`src/rtl/mem_access.sv`:
```
// MEM-stage access unit: routes loads/stores to the external data SRAM (req/ack) or to memory-mapped UART registers.
// Optional SRAM ack timeout with sticky error flag: define MEM_TIMEOUT_EN.
module mem_access #(
  parameter logic [15:0] UART_DATA_ADDR = 16'hBF00,
  parameter logic [15:0] UART_STAT_ADDR = 16'hBF01
`ifdef MEM_TIMEOUT_EN
  ,
  parameter int unsigned TIMEOUT = 15
`endif
) (
  input  logic        CLK,
  input  logic        RST,
  input  logic        memread_i,
  input  logic        memwrite_i,
  input  logic [15:0] addr_i,
  input  logic [15:0] wdata_i,
  output logic [15:0] memres_o,
  output logic        stall_o,
  output logic        ram_req_o,
  output logic        ram_we_o,
  output logic [15:0] ram_addr_o,
  output logic [15:0] ram_wdata_o,
  input  logic [15:0] ram_rdata_i,
  input  logic        ram_ack_i,
  input  logic        uart_rx_ready_i,
  input  logic        uart_tx_ready_i,
  input  logic [7:0]  uart_rdata_i,
  output logic        uart_rd_o,
  output logic        uart_wr_o,
  output logic [7:0]  uart_wdata_o,
  output logic        err_o
);

  localparam int unsigned DW = 16;
  localparam int unsigned BW = 8;

  typedef enum logic [1:0] {
    S_IDLE = 2'd0,
    S_WAIT = 2'd1,
    S_DONE = 2'd2
  } state_t;

  state_t        state_q, state_d;
  logic [DW-1:0] memres_q, memres_d;
  logic          req_d, we_d;
  logic [DW-1:0] addr_d, wdata_d;
  logic          req, is_uart_data, is_uart_stat;

  // Reset masks the request so no strobe or stall leaks out while RST is held
  assign req          = (memread_i | memwrite_i) & ~RST;
  assign is_uart_data = (addr_i == UART_DATA_ADDR);
  assign is_uart_stat = (addr_i == UART_STAT_ADDR);
  assign uart_wdata_o = wdata_i[BW-1:0];

`ifdef MEM_TIMEOUT_EN
  localparam int unsigned CW = 8;

  logic [CW-1:0] cnt_q, cnt_d;
  logic          err_q, err_d;
  logic          expired;

  assign expired = (cnt_q == CW'(TIMEOUT - 1));
  assign err_o   = err_q;
`else
  assign err_o   = 1'b0;
`endif

  // Next-state, register loads and combinational outputs
  always_comb begin
    state_d   = state_q;
    memres_d  = memres_q;
    req_d     = ram_req_o;
    we_d      = ram_we_o;
    addr_d    = ram_addr_o;
    wdata_d   = ram_wdata_o;
    memres_o  = '0;
    stall_o   = 1'b0;
    uart_rd_o = 1'b0;
    uart_wr_o = 1'b0;
`ifdef MEM_TIMEOUT_EN
    cnt_d     = cnt_q;
    err_d     = err_q;
`endif
    case (state_q)
      S_IDLE: begin
        if (req && !is_uart_data && !is_uart_stat) begin
          stall_o = 1'b1;
          state_d = S_WAIT;
          req_d   = 1'b1;
          we_d    = memwrite_i;
          addr_d  = addr_i;
          wdata_d = wdata_i;
`ifdef MEM_TIMEOUT_EN
          cnt_d   = '0;
`endif
        end else if (req && is_uart_data) begin
          if (memwrite_i) begin
            uart_wr_o = 1'b1;
          end else begin
            uart_rd_o = 1'b1;
            memres_o  = {8'h00, uart_rdata_i};
          end
        end else if (req && is_uart_stat && !memwrite_i) begin
          memres_o = {14'b0, uart_rx_ready_i, uart_tx_ready_i};
        end
      end
      S_WAIT: begin
        stall_o  = 1'b1;
        memres_o = memres_q;
`ifdef MEM_TIMEOUT_EN
        cnt_d    = cnt_q + CW'(1);
`endif
        // An ack in the expiry cycle takes priority over the timeout
        if (ram_ack_i) begin
          state_d = S_DONE;
          req_d   = 1'b0;
          if (!ram_we_o) memres_d = ram_rdata_i;
`ifdef MEM_TIMEOUT_EN
        end else if (expired) begin
          state_d = S_DONE;
          req_d   = 1'b0;
          err_d   = 1'b1;
          if (!ram_we_o) memres_d = '1;
`endif
        end
      end
      S_DONE: begin
        memres_o = memres_q;
        state_d  = S_IDLE;
      end
      default: state_d = S_IDLE;
    endcase
  end

  // State and SRAM-side registers
  always_ff @(posedge CLK) begin
    if (RST) begin
      state_q     <= S_IDLE;
      memres_q    <= '0;
      ram_req_o   <= 1'b0;
      ram_we_o    <= 1'b0;
      ram_addr_o  <= '0;
      ram_wdata_o <= '0;
    end else begin
      state_q     <= state_d;
      memres_q    <= memres_d;
      ram_req_o   <= req_d;
      ram_we_o    <= we_d;
      ram_addr_o  <= addr_d;
      ram_wdata_o <= wdata_d;
    end
  end

`ifdef MEM_TIMEOUT_EN
  // Wait counter and sticky timeout flag
  always_ff @(posedge CLK) begin
    if (RST) begin
      cnt_q <= '0;
      err_q <= 1'b0;
    end else begin
      cnt_q <= cnt_d;
      err_q <= err_d;
    end
  end
`endif

endmodule

```
`config.mk`:
```
export PLATFORM = sky130hd
export DESIGN_NAME = mem_access
export DESIGN_NICKNAME = d
export VERILOG_FILES = /design/src/rtl/mem_access.sv
export SDC_FILE = /design/constraint.sdc
export NUM_CORES = 1
export LEC_CHECK = 0
export CAP_MARGIN = 25
export CORE_ASPECT_RATIO = 2
export CORE_MARGIN = 2
export CORE_UTILIZATION = 35
export DETAILED_ROUTE_END_ITERATION = 6
export PLACE_DENSITY = 0.72
export SYNTH_ARGS = -nofsm -noshare
export SYNTH_HDL_FRONTEND = slang
export SYNTH_SLANG_ARGS = --single-unit
```
`constraint.sdc`:
```
create_clock -name CLK -period 2.1 [get_ports CLK]
set_input_delay 0.21 -clock CLK [delete_from_list [all_inputs] [get_ports CLK]]
set_output_delay 0.21 -clock CLK [all_outputs]
set_load 0.05 [all_outputs]
```
---- Yosys cells after proc, flatten, opt, wreduce, memory -nomap -nowiden ----
Cells that the tools add are included.
storage, ports and cells
  register bits ........................... 52
  output and inout bits ................... 62
  logic and storage cells ................. 52
cells by class
  equality and inequality tests ........... 6
  multiplexer cells ....................... 21
  bitwise operators ....................... 4
  reduce and logical (&&, ||, !) cells .... 15
operator list
  operator              count
  $eq 16x16->1 const B  2
  $mux 16               2
  $pmux 16 s2           1
  $mux 1                11
  $mux 8                1
  $mux 2                3
  $reduce_and 3->1      2
  $logic_and 1x1->1     5
  $ne 2x2->1 const B    2
  $pmux 1 s2            2
  $pmux 2 s2            1
  $reduce_and 2->1      2
  $logic_not 1->1       3
  $eq 2x1->1 const B    1
  $eq 2x2->1 const B    1
  $logic_not 2->1       1
  $not 1->1             2
  $reduce_bool 2->1     1
  $reduce_or 2->1       1
  $and 1x1->1           1
  $or 1x1->1            1

---- Depth between registers and ports, before layout ----
Gate-level depths: netlist (run 1).
  word-level depth ........................ 8
  depth in mapped cells ................... 8

---- Least setup slack after synthesis (run 1) ----
No wires, ideal clock.
  path type ............................... input-to-output
  from .................................... in addr_i[4]
  to ...................................... out uart_wr_o
  data arrival time ....................... 2.693 ns
  required time ........................... 1.890 ns
  path slack .............................. -0.803 ns
  stages .................................. 5
  path buffers ............................ 0
  cells stage by stage .................... or4_4 nor4_4 nand2_2 or2_2 nor3b_1
on the way
  longest elaborated chain between the ends .. 6
  elaborated cells between the ends (all ways) .. 10
  those cells by class .................... eq/ne (2); mux (3); reduce/logical (5)
ends and longest elaborated chain
  item                            line  source
  start: declaration              15    input logic [15:0] addr_i,
  $eq 16x16->1                    51    assign is_uart_data = (addr_i == UART_DATA_ADDR);
  $logic_not 1->1                 86    if (req && !is_uart_data && !is_uart_stat) begin
  $logic_and 1x1->1 (2 in a row)  86
  $mux 1 (*)                      86
  $mux 1 (*)                      84    case (state_q)
  end: declaration                29    output logic uart_wr_o,
Every way passes the cells marked *; elsewhere a longest branch is shown, timed or not.

---- Worst setup path after layout (run 1) ----
  from .................................... in addr_i[1]
  to ...................................... out memres_o[4]
on the way
  longest elaborated chain between the ends .. 6
  elaborated cells between the ends (all ways) .. 10
  those cells by class .................... eq/ne (2); mux (3); reduce/logical (5)
ends and longest elaborated chain
  item                            line  source
  $eq 16x16->1                    51
  $logic_not 1->1                 86
  $logic_and 1x1->1 (2 in a row)  86
  $mux 16 (*)                     86
  $pmux 16 s2 (*)                 84
  end: declaration                17    output logic [15:0] memres_o,
Marks and branches as above.

==> flow_summary.ini, run 1 <==
[pwr]
powerDensity_nw_per_um2 = 650.3
peakVddDrop_uv = 534.3
p_total_mw = 2.654
p_leak_nw = 1.580

[synth]
yosys.cell_count.top_type = dfxtp_1
synth_cells = 265
synth_seq_cells = 52
synth.net_count = 331
ys.flop_type = dfxtp_1
ys.warnings.count = 0
netlist.area_leader.share_pct = 45.29
synth_area_per_cell_um2 = 8.673
synth_cell_types = 32
synth-edff-count = 0
yosysTopAreaCell = dfxtp_1
synth_common_cells = 52 x dfxtp_1, 40 x nand2_1, 36 x nor2_1
ys_seq_area_share_pct = 45.29
synth_area_um2 = 2298
async_flop_share_pct = 0
synth_area_leaders = dfxtp_1 45%, mux2i_1 15%, nand2_1 6.5%

[sta]
worst_pin_slew_ns = 0.6857
rsz0062_at_grt = true
fmax_mhz = 429.9
fin_crit_ns = 2.326
setup_slack_ns = -0.2260
slew_headroom_pct = 54.29
finalHoldViolations = 0
period_share_pct = 110.8
slew_violations = 0
clock_skew_ns = 0.005239
finalSetupViolCount = 10

[die]
die_w_um = 61.30
design.die.area_um2 = 7270
rows = 41
start_util_pct = 36.43
fp.dieH_um = 118.6
core_area_um2 = 6310
ios = 125

[setup_path]
worstSetupStartpointType = primary input
regToRegEndpoint = ram_wdata_o[9]
arrival_ns = 2.12
rr_worst_depth = 7
path_max_fanout = 7
worstReg2RegStart = state_q[1]
critPathLaunch = addr_i[1]
reg2reg_setup_slack_ns = 0.34
required_ns = 1.89
slowest_delay_ns = 0.54
cpMaxStageDelayCell = or4b_4
crit_chain = buf_6 > or4b_4 > nor4_4 > nand2_2 > or4_4 > a21oi_4 > buf_12
end_kind = output pin
crit_type = primary input to output pin

[global_routing]
grt_start_max_net_pins = 31
grt_pass1_vias = 2286
antenna_found_initial = 0
gr-total-overflow = 0
grt_first_pass_wirelength_um = 11000
grt_usage_pct = 19.90

[clock_tree]
h-tree-depth = 2
cts_tree = built
cts_buffer_depth = 2
cts-hold-fix-buffers = 0
worstSkewPairLatency_ns = 0.28
cts_sinks = 52
cts_buffers = 5
cts_root_buf = clkbuf_16
path_clk_slew_ns = 0.06

[place]
dp_hpwl_um = 5394
dp.cells = 461
portBuffers = 123
gp_congestion = 0.8327

[worst_hold_path]
worstHoldEndpoint = ram_addr_o[1]
hold_path_class = primary input to register
holdPathStages = 3
min_from = addr_i[1]

[route]
postRouteAntennaNets = 0
dr.pass1.iters = 4
wl_per_cell_um = 14.43
wirelength_um = 6840
routed_via_density = 4.652
drc = 0
dr_total_vias = 2205
drt_iter0_markers = 71

[status]
violations = negative setup slack
outcome = finished with violations

[run]
max_cap_viol_count = 0

[layout]
areaGrowthSynthToFinish_pct = 77.57
fillers = 532
nets = 453
instances_no_fill = 474
antenna_cells = 0
drive_gt1_share_pct = 19.33
## worst max-delay path: cells and delay by family
family                 cells  cell delay, ns
buffers and inverters      2            0.24
AO/OA/AOI/OAI              1            0.16
AND/OR/NAND/NOR            4            1.50
## final cells by class
cell class | count | area [µm²] | share of cell area [%]
Clock inverter | 1 | 8.758 | 0.2146
Inverter | 8 | 30.03 | 0.7357
Clock buffer | 7 | 132.6 | 3.250
Timing Repair Buffer | 140 | 1524 | 37.34
Multi-Input combinational cell | 180 | 1237 | 30.32
Tap cell | 86 | 107.6 | 2.636
Sequential cell | 52 | 1041 | 25.51
## registers in the layout, indices dropped and copies added (netlist names)
name,cells
memres_q,16
ram_req_o,1
ram_wdata_o,16
state_q,2
ram_addr_o,16
ram_we_o,1
## how the worst max path moves through the flow
stage / to / depth (start not counted) / slack [ns]
2_1_floorplan: memres_o[2] / 5 / -0.14
3_3_place_gp: memres_o[6] / 7 / -0.58
3_5_place_dp: memres_o[6] / 7 / -0.57
4_1_cts: memres_o[2] / 7 / -0.27
5_1_grt: memres_o[4] / 7 / -0.30
6_report: memres_o[4] / 7 / -0.23
## routing by layer
metal	up-vias	wire (µm)	track usage, %
li1	1114	-	-
met1	1004	2401	20.27
met2	76	4010	36.97
met3	11	290	3.392
met4	0	138	8.016
met5	-	0	0
## cells by family (layout without fill, tap and decap cells)
| kind of cell | after synthesis | count (layout) | share of synthesized area [%] |
|---|---|---|---|
| buf+inv | 33 | 156 | 7.185 |
| flops | 52 | 52 | 45.29 |
| compound gates | 32 | 32 | 7.458 |
| simple gates | 109 | 109 | 23.03 |
| fa+ha+maj | 3 | 3 | 1.633 |
| mux | 35 | 35 | 15.24 |
| other cells | 1 | 1 | 0.1632 |
## timing repair
action	4_1_cts	5_1_grt
gates cloned	0	0
hold endpoints to repair	0	0
pin swaps	14	12
resized for setup	37	7
buffers inserted	2	3
endpoints found under the setup margin	11	11
## metrics by stage
| step | setup slack (ns) | util [%] | hold slack [ns] | setup TNS (ns) | area (µm²) |
|---|---|---|---|---|---|
| floorplan | -0.1374 | - | 0.3460 | -0.7667 | 2429 |
| global placement | -0.5809 | 61.81 | 0.4371 | -11.78 | 3900 |
| detailed placement | -0.5745 | 61.81 | 0.4426 | -12.40 | 3900 |
| CTS | -0.2726 | 64.11 | 0.1855 | -1.523 | 4045 |
| global route | -0.2969 | 64.68 | 0.1846 | -2.172 | 4081 |
| finish | -0.2260 | 64.68 | 0.1669 | -1.461 | 4081 |
## power by group
part	internal [mW]	switching (mW)
Clock	0.445	0.333
Sequential	1.05	0.0359
Combinational	0.328	0.458
## placed cells by master (no fill, tap or decap), types with 3 or more instances in the layout
| master | synthesis | final |
|---|---|---|
| dfxtp_1 | 52 | 52 |
| a21oi_1 | 24 | 18 |
| and2_1 | 8 | 8 |
| nand2_1 | 40 | 40 |
| or4_4 | 1 | 5 |
| buf_2 | 3 | 3 |
| buf_4 | 10 | 15 |
| clkdlybuf4s50_1 | 0 | 88 |
| clkbuf_16 | 0 | 5 |
| inv_1 | 8 | 8 |
| nand3b_1 | 4 | 4 |
| buf_6 | 0 | 7 |
| mux2i_1 | 35 | 35 |
| ha_1 | 3 | 3 |
| a21oi_4 | 0 | 6 |
| dlygate4sd2_1 | 0 | 7 |
| nor2_1 | 36 | 35 |
| buf_12 | 0 | 18 |
(Power assumes the default switching activity.)
==> run 2: changes to the inputs <==
- CORE_UTILIZATION: 35 -> 42
- PLACE_DENSITY: 0.72 -> 0.82
- clock period: 2.1 -> 2.8 ns (I/O delays scaled with it)
==> flow_summary.ini, run 2 (synthesized netlist as in run 1, its figures left out) <==
[route]
postRouteAntennaNets = 0
dr.pass1.iters = 4
dr_total_vias = 2196
wl_per_cell_um = 14.84
drc = 0
routed_via_density = 4.991
drt_iter0_markers = 41
wirelength_um = 6531

[global_routing]
use_met3_pct = 3.084
grt_pass1_vias = 2263
grt_first_pass_wirelength_um = 10380
gr-total-overflow = 0
grt_start_max_net_pins = 34
grt_usage_pct = 21.60
busiest_layer = met2
grt_use_met2_pct = 42.94
grtUsageMet1_pct = 21.34
antenna_found_initial = 0

[pwr]
peakVddDrop_uv = 513.6
p_leak_nw = 1.498
powerDensity_nw_per_um2 = 478.3

[sta]
fin_crit_ns = 2.603
finalHoldViolations = 0
slew_headroom_pct = 57.20
setup_slack_ns = 0.1974
period_share_pct = 92.95
worst_pin_slew_ns = 0.6420
setup_tns_ns = 0
slew_violations = 0
holdWs_ns = 0.2705
fmax_mhz = 384.2
finalSetupViolCount = 0
rsz0062_at_grt = false
clock_skew_ns = 0.004503

[clock_tree]
path_clk_slew_ns = 0.09
post_cts_buffers = 0
h-tree-depth = 2
worstSkewPairLatency_ns = 0.30
cts_buffer_depth = 2
cts_buffers = 5
cts_sinks = 52
cts_tree = built
cts_root_buf = clkbuf_8
cts-hold-fix-buffers = 0

[place]
dp_hpwl_um = 5028
dp.cells = 432
pre_cts_slack_ns = -0.1198
gp_congestion = 0.7564
portBuffers = 123

[layout]
drive_gt1_share_pct = 12.37
layout_commonest_cell = clkdlybuf4s50_1
fillers = 414
utilization_pct = 70.96
seqCellArea_um2 = 1041
multi_input_area_um2 = 1172
instances_no_fill = 440
final_cell_mix = 103 x clkdlybuf4s50_1, 52 x dfxtp_1, 40 x nand2_1, 36 x nor2_1, 35 x mux2i_1
largestRegisters = memres_q x16, ram_addr_o x16, ram_wdata_o x16
antenna_cells = 0
areaGrowthSynthToFinish_pct = 65.87
nets = 445

[setup_path]
critical_path_depth = 7
worstSetupStartpointType = primary input
cpMaxStageDelayCell = or4_4
end_kind = output pin
required_ns = 2.52
rr_worst_depth = 7
arrival_ns = 2.32
critical_path_buf_inv_count = 2
cp_top_family = simple AND/OR/NAND/NOR gates
crit_type = primary input to output pin
path_max_fanout = 7
slowest_delay_ns = 0.55
crit_chain = clkdlybuf4s50_1 > nand4b_1 > nor4_4 > nand2_2 > or4_4 > a21oi_4 > buf_12

[worst_hold_path]
holdPathStages = 3
hold_path_class = primary input to register

[die]
start_util_pct = 42.78
die_w_um = 56.31
rows = 38
design.die.area_um2 = 6116
ios = 125
fp.dieH_um = 108.6
core_area_um2 = 5373

[status]
outcome = complete, no violations

[run]
max_cap_viol_count = 0
==> run 2: layer usage <==
| metal | vias up | routed length (µm) |
|---|---|---|
| met3 | 13 | 246 |
| li1 | 1092 | - |
| met1 | 1024 | 2270 |
| met4 | 0 | 155 |
| met5 | - | 0 |
| met2 | 67 | 3857 |
==> run 2: tightest hold or removal path: cells and delay by family <==
kind | cells | cell delay [ns]
buffers and inverters | 1 | 0.10
AND/OR/NAND/NOR | 1 | 0.07
multiplexers | 1 | 0.08
==> run 2: power breakdown <==
group / total, mW / switching [mW] / leakage (nW) / internal [mW]
clock: 0.430 / 0.228 / 0.0455 / 0.202
combinational: 0.576 / 0.337 / 1.03 / 0.239
sequential: 0.817 / 0.0275 / 0.425 / 0.789
==> run 2: area by class of cell <==
class / count / area share (%)
Tap cell: 60 / 1.969
Timing Repair Buffer: 132 / 36.82
Clock buffer: 8 / 2.363
Sequential cell: 52 / 27.31
Inverter: 8 / 0.7877
Multi-Input combinational cell: 180 / 30.75
==> run 2: through the flow <==
step | power [mW] | area (µm²)
2_1_floorplan | 1.183 | 2318
3_3_place_gp | 1.401 | 3655
3_5_place_dp | 1.409 | 3655
4_1_cts | 1.841 | 3761
5_1_grt | 1.910 | 3812
6_report | 1.823 | 3812
==> run 2: worst paths after layout <==
| path | from | endpoint | slack, ns |
|---|---|---|---|
| max reg2reg | state_q[0] | ram_wdata_o[11] | 0.93 |
| min reg2reg | memres_q[10] | memres_q[10] | 0.46 |
| min | addr_i[5] | ram_addr_o[5] | 0.27 |
| max | addr_i[7] | memres_o[2] | 0.20 |
==> run 2: what timing repair did <==
item / in CTS / in global routing
pin swaps: 8 / 8
endpoints found under the hold margin: 0 / 0
resized for setup: 6 / 13
setup endpoints to repair: 9 / 10
